==> config.mk <==
export PLATFORM = sky130hd
export DESIGN_NAME = bf2i_pair_feeder
export DESIGN_NICKNAME = d
export VERILOG_FILES = /design/src/rtl/bf2i_pair_feeder.sv
export SDC_FILE = /design/constraint.sdc
export NUM_CORES = 2
export LEC_CHECK = 0
export BUFFER_PORTS_ARGS = -buffer_cell sky130_fd_sc_hd__clkbuf_2
export CORE_MARGIN = 1.5
export CORE_UTILIZATION = 45
export CTS_CLUSTER_SIZE = 28
export DETAILED_ROUTE_END_ITERATION = 12
export MAX_ROUTING_LAYER = met4
export SLEW_MARGIN = 30
export SYNTH_ARGS = -nofsm -noshare
export SYNTH_HDL_FRONTEND = slang
export SYNTH_SLANG_ARGS = --single-unit
==> constraint.sdc <==
create_clock -name clk -period 8.3 [get_ports clk]
set_input_delay 0 -clock clk [delete_from_list [all_inputs] [get_ports clk]]
set_output_delay 0 -clock clk [all_outputs]
set_load 0.01 [all_outputs]
==> src/rtl/bf2i_pair_feeder.sv <==
// Input commutator for the BF2I radix-2 stage: buffers the first half-frame and pairs it with the second half.
// Optional macro FEEDER_FRAME_SYNC_EN adds a frame_start input that re-aligns framing to the tagged block.
module bf2i_pair_feeder #(
    parameter int WIDTH     = 15,
    parameter int DEPTH     = 8,
    parameter int HALF_BLKS = 4,
    localparam int CNT_W    = $clog2(2 * HALF_BLKS)
) (
    input  logic                     clk,
    input  logic                     rstn,
    input  logic                     din_valid,
`ifdef FEEDER_FRAME_SYNC_EN
    input  logic                     frame_start,
`endif
    input  logic [WIDTH*DEPTH-1:0]   din_R,
    input  logic [WIDTH*DEPTH-1:0]   din_Q,
    output logic [WIDTH*DEPTH-1:0]   dout_R_1,
    output logic [WIDTH*DEPTH-1:0]   dout_R_2,
    output logic [WIDTH*DEPTH-1:0]   dout_Q_1,
    output logic [WIDTH*DEPTH-1:0]   dout_Q_2,
    output logic                     dout_valid,
    output logic                     dout_last,
    output logic [CNT_W-1:0]         blk_cnt
);

    // HALF_BLKS is expected to be a power of two so the low counter bits address the buffer.
    localparam int IDX_W = (HALF_BLKS > 1) ? $clog2(HALF_BLKS) : 1;
    localparam logic [CNT_W-1:0] FILL_END = CNT_W'(HALF_BLKS - 1);
    localparam logic [CNT_W-1:0] LAST_BLK = CNT_W'(2 * HALF_BLKS - 1);

    typedef enum logic {
        FILL,
        PAIR
    } state_t;

    state_t               state;
    state_t               state_next;
    logic [CNT_W-1:0]     cnt_next;
    logic                 sync_start;
    logic                 buf_we;
    logic [IDX_W-1:0]     wr_idx;
    logic [IDX_W-1:0]     rd_idx;
    logic                 pair_load;
    logic                 last_next;

    logic [WIDTH*DEPTH-1:0] buf_R [HALF_BLKS];
    logic [WIDTH*DEPTH-1:0] buf_Q [HALF_BLKS];

`ifdef FEEDER_FRAME_SYNC_EN
    assign sync_start = din_valid & frame_start;
`else
    assign sync_start = 1'b0;
`endif

    always_ff @(posedge clk or negedge rstn) begin
        if (!rstn) begin
            state   <= FILL;
            blk_cnt <= '0;
        end else begin
            state   <= state_next;
            blk_cnt <= cnt_next;
        end
    end

    always_comb begin
        state_next = state;
        cnt_next   = blk_cnt;
        if (sync_start) begin
            state_next = FILL;
            cnt_next   = CNT_W'(1);
        end else if (din_valid) begin
            unique case (state)
                FILL: begin
                    cnt_next = blk_cnt + 1'b1;
                    if (blk_cnt == FILL_END) state_next = PAIR;
                end
                PAIR: begin
                    if (blk_cnt == LAST_BLK) begin
                        cnt_next   = '0;
                        state_next = FILL;
                    end else begin
                        cnt_next = blk_cnt + 1'b1;
                    end
                end
                default: begin
                    cnt_next   = '0;
                    state_next = FILL;
                end
            endcase
        end
    end

    // The entry read in PAIR is the one written HALF_BLKS blocks earlier, i.e. the same low bits.
    always_comb begin
        buf_we    = 1'b0;
        wr_idx    = blk_cnt[IDX_W-1:0];
        rd_idx    = blk_cnt[IDX_W-1:0];
        pair_load = 1'b0;
        last_next = 1'b0;
        if (sync_start) begin
            buf_we = 1'b1;
            wr_idx = '0;
        end else if (din_valid) begin
            if (state == FILL) begin
                buf_we = 1'b1;
            end else begin
                pair_load = 1'b1;
                last_next = (blk_cnt == LAST_BLK);
            end
        end
    end

    always_ff @(posedge clk) begin
        if (buf_we) begin
            buf_R[wr_idx] <= din_R;
            buf_Q[wr_idx] <= din_Q;
        end
    end

    always_ff @(posedge clk or negedge rstn) begin
        if (!rstn) begin
            dout_R_1   <= '0;
            dout_R_2   <= '0;
            dout_Q_1   <= '0;
            dout_Q_2   <= '0;
            dout_valid <= 1'b0;
            dout_last  <= 1'b0;
        end else begin
            dout_valid <= pair_load;
            dout_last  <= last_next;
            if (pair_load) begin
                dout_R_1 <= buf_R[rd_idx];
                dout_Q_1 <= buf_Q[rd_idx];
                dout_R_2 <= din_R;
                dout_Q_2 <= din_Q;
            end
        end
    end

endmodule
Word level (Yosys, flattened, before mapping):

Memory sizes are Yosys's and may differ from the RTL's. A register that Yosys moved wholly into a read port is not among the register bits.
Index checks and enable logic that the tools add are counted.
W data, S select, Z words.

* memories: 2
* bits of input ports: 243
* register bits: 246
* RAM bits: 960

Memory list
* buf_Q: words 4, bits a word 120, read ports 1, clocked after memory_dff 1, write ports 1, RTL line 47 `logic [WIDTH*DEPTH-1:0] buf_Q [HALF_BLKS];`
* buf_R: words 4, bits a word 120, read ports 1, clocked after memory_dff 1, write ports 1, RTL line 46 `logic [WIDTH*DEPTH-1:0] buf_R [HALF_BLKS];`

* equal/unequal tests: 2
* reduce and logical (&&, ||, !) cells: 2
* multiplexer cells: 13
* bitwise logic cells: 1
* add/sub/neg operators: 1

Operators with widths (count)
* $mux W1: 10
* $pmux W3 S2: 1
* $add A3 B1 Y3 const B: 1
* $eq A3 B2 Y1 const B: 1
* $eq A3 B3 Y1 const B: 1
* $mux W3: 1
* $logic_not A1 Y1: 2
* $pmux W1 S2: 1
* $not A1 Y1: 1

Longest topological paths before layout:

* depth after elaboration: 4
* mapped depth: 7
* gate-level depth less buffers: 4

Least setup slack after synthesis:

OpenSTA, ideal clock, no wires.

* path kind: reg2reg
* start: register blk_cnt[1]
* end: memory buf_Q[1][0] (netlist bit) (enable)
* stages on the path, launching flop included: 7
* library setup time: 0.632 ns
* buffers on the path: 3
* arrival time: 6.627 ns
* data required time: 7.668 ns
* period minus slack after synthesis: 7.259 ns
* path slack: 1.041 ns
* cell sequence: dfrtp_1 > clkbuf_1 > clkbuf_1 > buf_2 > inv_1 > ha_1 > and2_1

RTL lines
* start: declaration: RTL line 23 `output logic [CNT_W-1:0] blk_cnt`
* start signal: assignment: RTL line 61 `blk_cnt <= cnt_next;`
* end: declaration: RTL line 47

Straight into the memory's write port.

==> reports/results.env <==
GRT_FIRST_PASS_WIRELENGTH_UM=180400
ROWS=125
DIEWIDTH_UM=345.2
ANTENNA_VIOLATING_NETS_POST_ROUTE=0
CRIT_TYPE='reg -> reg'
WORSTHOLDPATHTYPE='in -> reg'
FINAL_LAYOUT_SIZE_SUFFIX_GT1_SHARE_PCT=47.70
YOSYS.CELL_TYPES.COUNT=18
CRIT_FANOUT=61
PLACE.GP.CONGESTION=0.7517
WORST_CLOCK_SKEW_PS=25.38
VIA_COUNT=26690
WL_PER_CELL_UM=22.96
IO_PINS=728
TIMING.FINAL.MAX_SLEW_VIOLATIONS=0
FIN_SETUP_TNS_PS=0
WORST_SETUP_PATH_END_KIND='flip-flop'
PIN_COUNT_OF_THE_BIGGEST_NET_ENTERING_GLOBAL_ROUTING=180
DETAIL_ROUTE.WIRELENGTH_UM=117500
RUN_STATUS='finished clean'
CRITPATHARRIVALTIME_PS=4410
NUMBER_OF_LEVELS_THE_H_TREE_WAS_SPLIT_INTO=4
CLK_ROOT_BUFFER_CELL='sky130_fd_sc_hd__clkbuf_16'
AREA_DELTA_SYNTH_FINAL_PCT=26.51
FINISH.NET_COUNT=3714
YS.WARNINGS.COUNT=0
NETLIST_AREA_SQ_UM=52710
TIMING.FMAX_MHz=263.3
CLOCK_TREE_FROM_TRITONCTS='done'
START_UTIL_PCT=45.36
GLOBALROUTE.TOTALOVERFLOW=0
YS_TOP_CELLS_BY_AREA='sky130_fd_sc_hd__edfxtp_1, sky130_fd_sc_hd__dfrtp_1, sky130_fd_sc_hd__mux2_2, sky130_fd_sc_hd__mux4_2, sky130_fd_sc_hd__buf_6'
CRITICAL_PATH_REQUIRED_PS=8910
WORSTMARGINPINSLEW_PS=919.3
CLOCK_SINKS=1446
DRC=0
NUMBER_OF_BUFFERS_INSERTED_DURING_CLOCK_TREE_SYNTHESIS=148
DETAILEDPLACEMENTHPWL_UM=68510
DETAILED_ROUTER_ITERATION_COUNT_BEFORE_ANTENNA_REPAIR=5
PORT-BUFFER-COUNT=727
FIN_CRIT_SHARE_PCT=45.77
SYNTH.NET_COUNT=2544
YOSYSTOPAREACELL='sky130_fd_sc_hd__edfxtp_1'
SYNTH_AREA_PER_CELL_SQ_UM=22.96
POST-CTS-SETUP-BUFFER-COUNT=0
PLACEABLECOREAREA_SQ_UM=116200
GRT_PASS1_VIAS=29370
LAYOUT_MIN_CYCLE_TIME_PS=3799
GRT_SETUP_UNREPAIRED='false'
VDD.IR_DROP.WORST_mV=0.1981
ROUTE.DETAILED.VIAS_PER_INST=5.216
TIMING.MAX_CAP.VIOLATIONS=0
FLOORPLAN.DIE.HEIGHT_UM=345.2
CRIT_PATH_START_KIND='flip-flop'
FP.DIEAREA_SQ_UM=119200
TOTAL_ROUTING_USAGE_GR_PCT=20.60
UTILIZATION_AFTER_LAYOUT_PCT=57.38
TIMING.FINAL.SETUP_VIOLATIONS=0
YS_SEQ_ELEMENTS=1446
GRT_ANTENNA_BEFORE_REPAIR=2
SLEW_MARGIN_REL_PCT=38.71
POWER_DENSITY_nW_PER_UM2=338.0
POSTCTSRESIZEDCELLS=0
HOLD_VIOLATIONS=0
CLOCK_INSERTION_DELAY_WORST_SKEW_PS=740
AREA_SHARE_OF_THE_LARGEST_CELL_TYPE_AFTER_SYNTHESIS_PCT=54.70
DETAIL_ROUTE.ITER0.VIOLATIONS=1613
YOSYSSEQAREASHARE_PCT=77.77
CTS_MAX_PATH_BUFFERS=3
STATIC-LEAKAGE-POWER_nW=25.06
CLKSLEWWORSTSETUPHOLDPATHS_PS=60
FILLER_CELL_COUNT=8555
SYN-INSTANCE-COUNT=2296
## sequential cells by signal, indices dropped and copies added, names as in the netlist, named ones only
signal      flops
dout_R_1      120
blk_cnt         3
buf_Q         480
buf_R         480
dout_Q_1      120
dout_last       1
dout_Q_2      120
dout_valid      1
dout_R_2      120
## metrics by stage
stage          instances  instance area [sq um]  power [mW]  setup WS, ps  hold slack, ps
3_5_place_dp        4463                  57870       16.01          4132           130.5
6_report            5117                  66680       22.54          4501           66.02
2_1_floorplan       2296                  52710       13.64          1041          -295.6
4_1_cts             5109                  66510       22.78          4098          0.2989
3_3_place_gp        4463                  57870       15.83          4183           115.7
5_1_grt             5116                  66680       23.59          4275           39.76
## cell type report
cell class	instances	area [sq um]	share of cell area, %
timing repair buffer	1129	7878	11.81
antenna	2	5.005	0.007506
tap	1524	1907	2.860
sequential	1446	41000	61.48
clock inverter	73	678.2	1.017
clock buffer	202	4227	6.339
multi-input combinational	739	10980	16.47
inverter	2	7.507	0.01126
## per-layer routing
layer	global-route usage, %	up-vias	part of all wire (%)
li1	-	11580	-
met1	25.45	14170	41
met2	33.85	754	51
met3	4.373	192	5.6
met4	7.125	0	2.9
met5	-	-	0
## placed cells by master, fill, tap and decap left out, drive strengths merged, types with 2 or more instances in the layout
| cell type | netlist | routed |
|---|---|---|
| and2 | 5 | 5 |
| buf | 100 | 33 |
| bufinv | 0 | 9 |
| clkbuf | 9 | 928 |
| clkinv | 0 | 56 |
| clkinvlp | 0 | 5 |
| dfrtp | 486 | 486 |
| diode | 0 | 2 |
| dlygate4sd3 | 0 | 370 |
| edfxtp | 960 | 960 |
| ha | 5 | 5 |
| inv | 2 | 5 |
| mux2 | 481 | 481 |
| mux4 | 240 | 240 |
## report_power, final
part	switching (mW)	internal, mW
Sequential	0.840	9.38
Combinational	2.92	2.81
Clock	2.72	3.87
Total	6.48	16.1
## worst max-delay path, cell delays in order (launching register included)
cell	delay [ps]
sky130_fd_sc_hd__dfrtp_4	640
sky130_fd_sc_hd__buf_4	770
sky130_fd_sc_hd__buf_6	640
sky130_fd_sc_hd__buf_4	820
sky130_fd_sc_hd__mux4_2	410
sky130_fd_sc_hd__mux2_2	280
## cells in the mapped netlist, drive strengths merged
library cell / instances
edfxtp: 960
dfrtp: 486
mux2: 481
mux4: 240
buf: 100
clkbuf: 9
and2: 5
ha: 5
inv: 2
a21bo: 1
a21oi: 1
a31oi: 1
and3: 1
mux2i: 1
nand2: 1
nor2b: 1
o21ai: 1
## logic make-up (layout without fill, tap and decap cells)
group	after synthesis	in the layout	share of synthesized area (%)
adder cells (fa/ha/maj)	5	5	0.1187
buffers and inverters	111	1406	1.420
multiplexers	722	722	20.55
AO/OA/AOI/OAI	4	4	0.04984
flip-flops	1446	1446	77.77
other	0	2	0
AND/OR/NAND/NOR	8	8	0.09022
## path summary, 6_finish.rpt
| path | to | slack (ps) | start | cells past startpoint |
|---|---|---|---|---|
| worst max-delay path | dout_R_1[94]$_DFFE_PN0P_ | 4500 | blk_cnt[1]$_DFFE_PN0P_ | 5 |
| worst min-delay path | dout_Q_2[55]$_DFFE_PN0P_ | 70 | din_Q[55] | 3 |
| worst max register to register | dout_R_1[94]$_DFFE_PN0P_ | 4500 | blk_cnt[1]$_DFFE_PN0P_ | 5 |
| worst min register to register | dout_Q_2[73]$_DFFE_PN0P_ | 500 | dout_Q_2[73]$_DFFE_PN0P_ | 1 |
| max in group asynchronous | dout_R_1[2]$_DFFE_PN0P_ | 6980 | rstn | 5 |
| min in group asynchronous | dout_Q_1[99]$_DFFE_PN0P_ | 460 | rstn | 4 |
## timing repair
item,in CTS,in global routing
endpoints found under the setup margin,0,0
hold buffers,371,0
hold endpoints to repair,1335,0
Power figures use the tool's default switching activity.
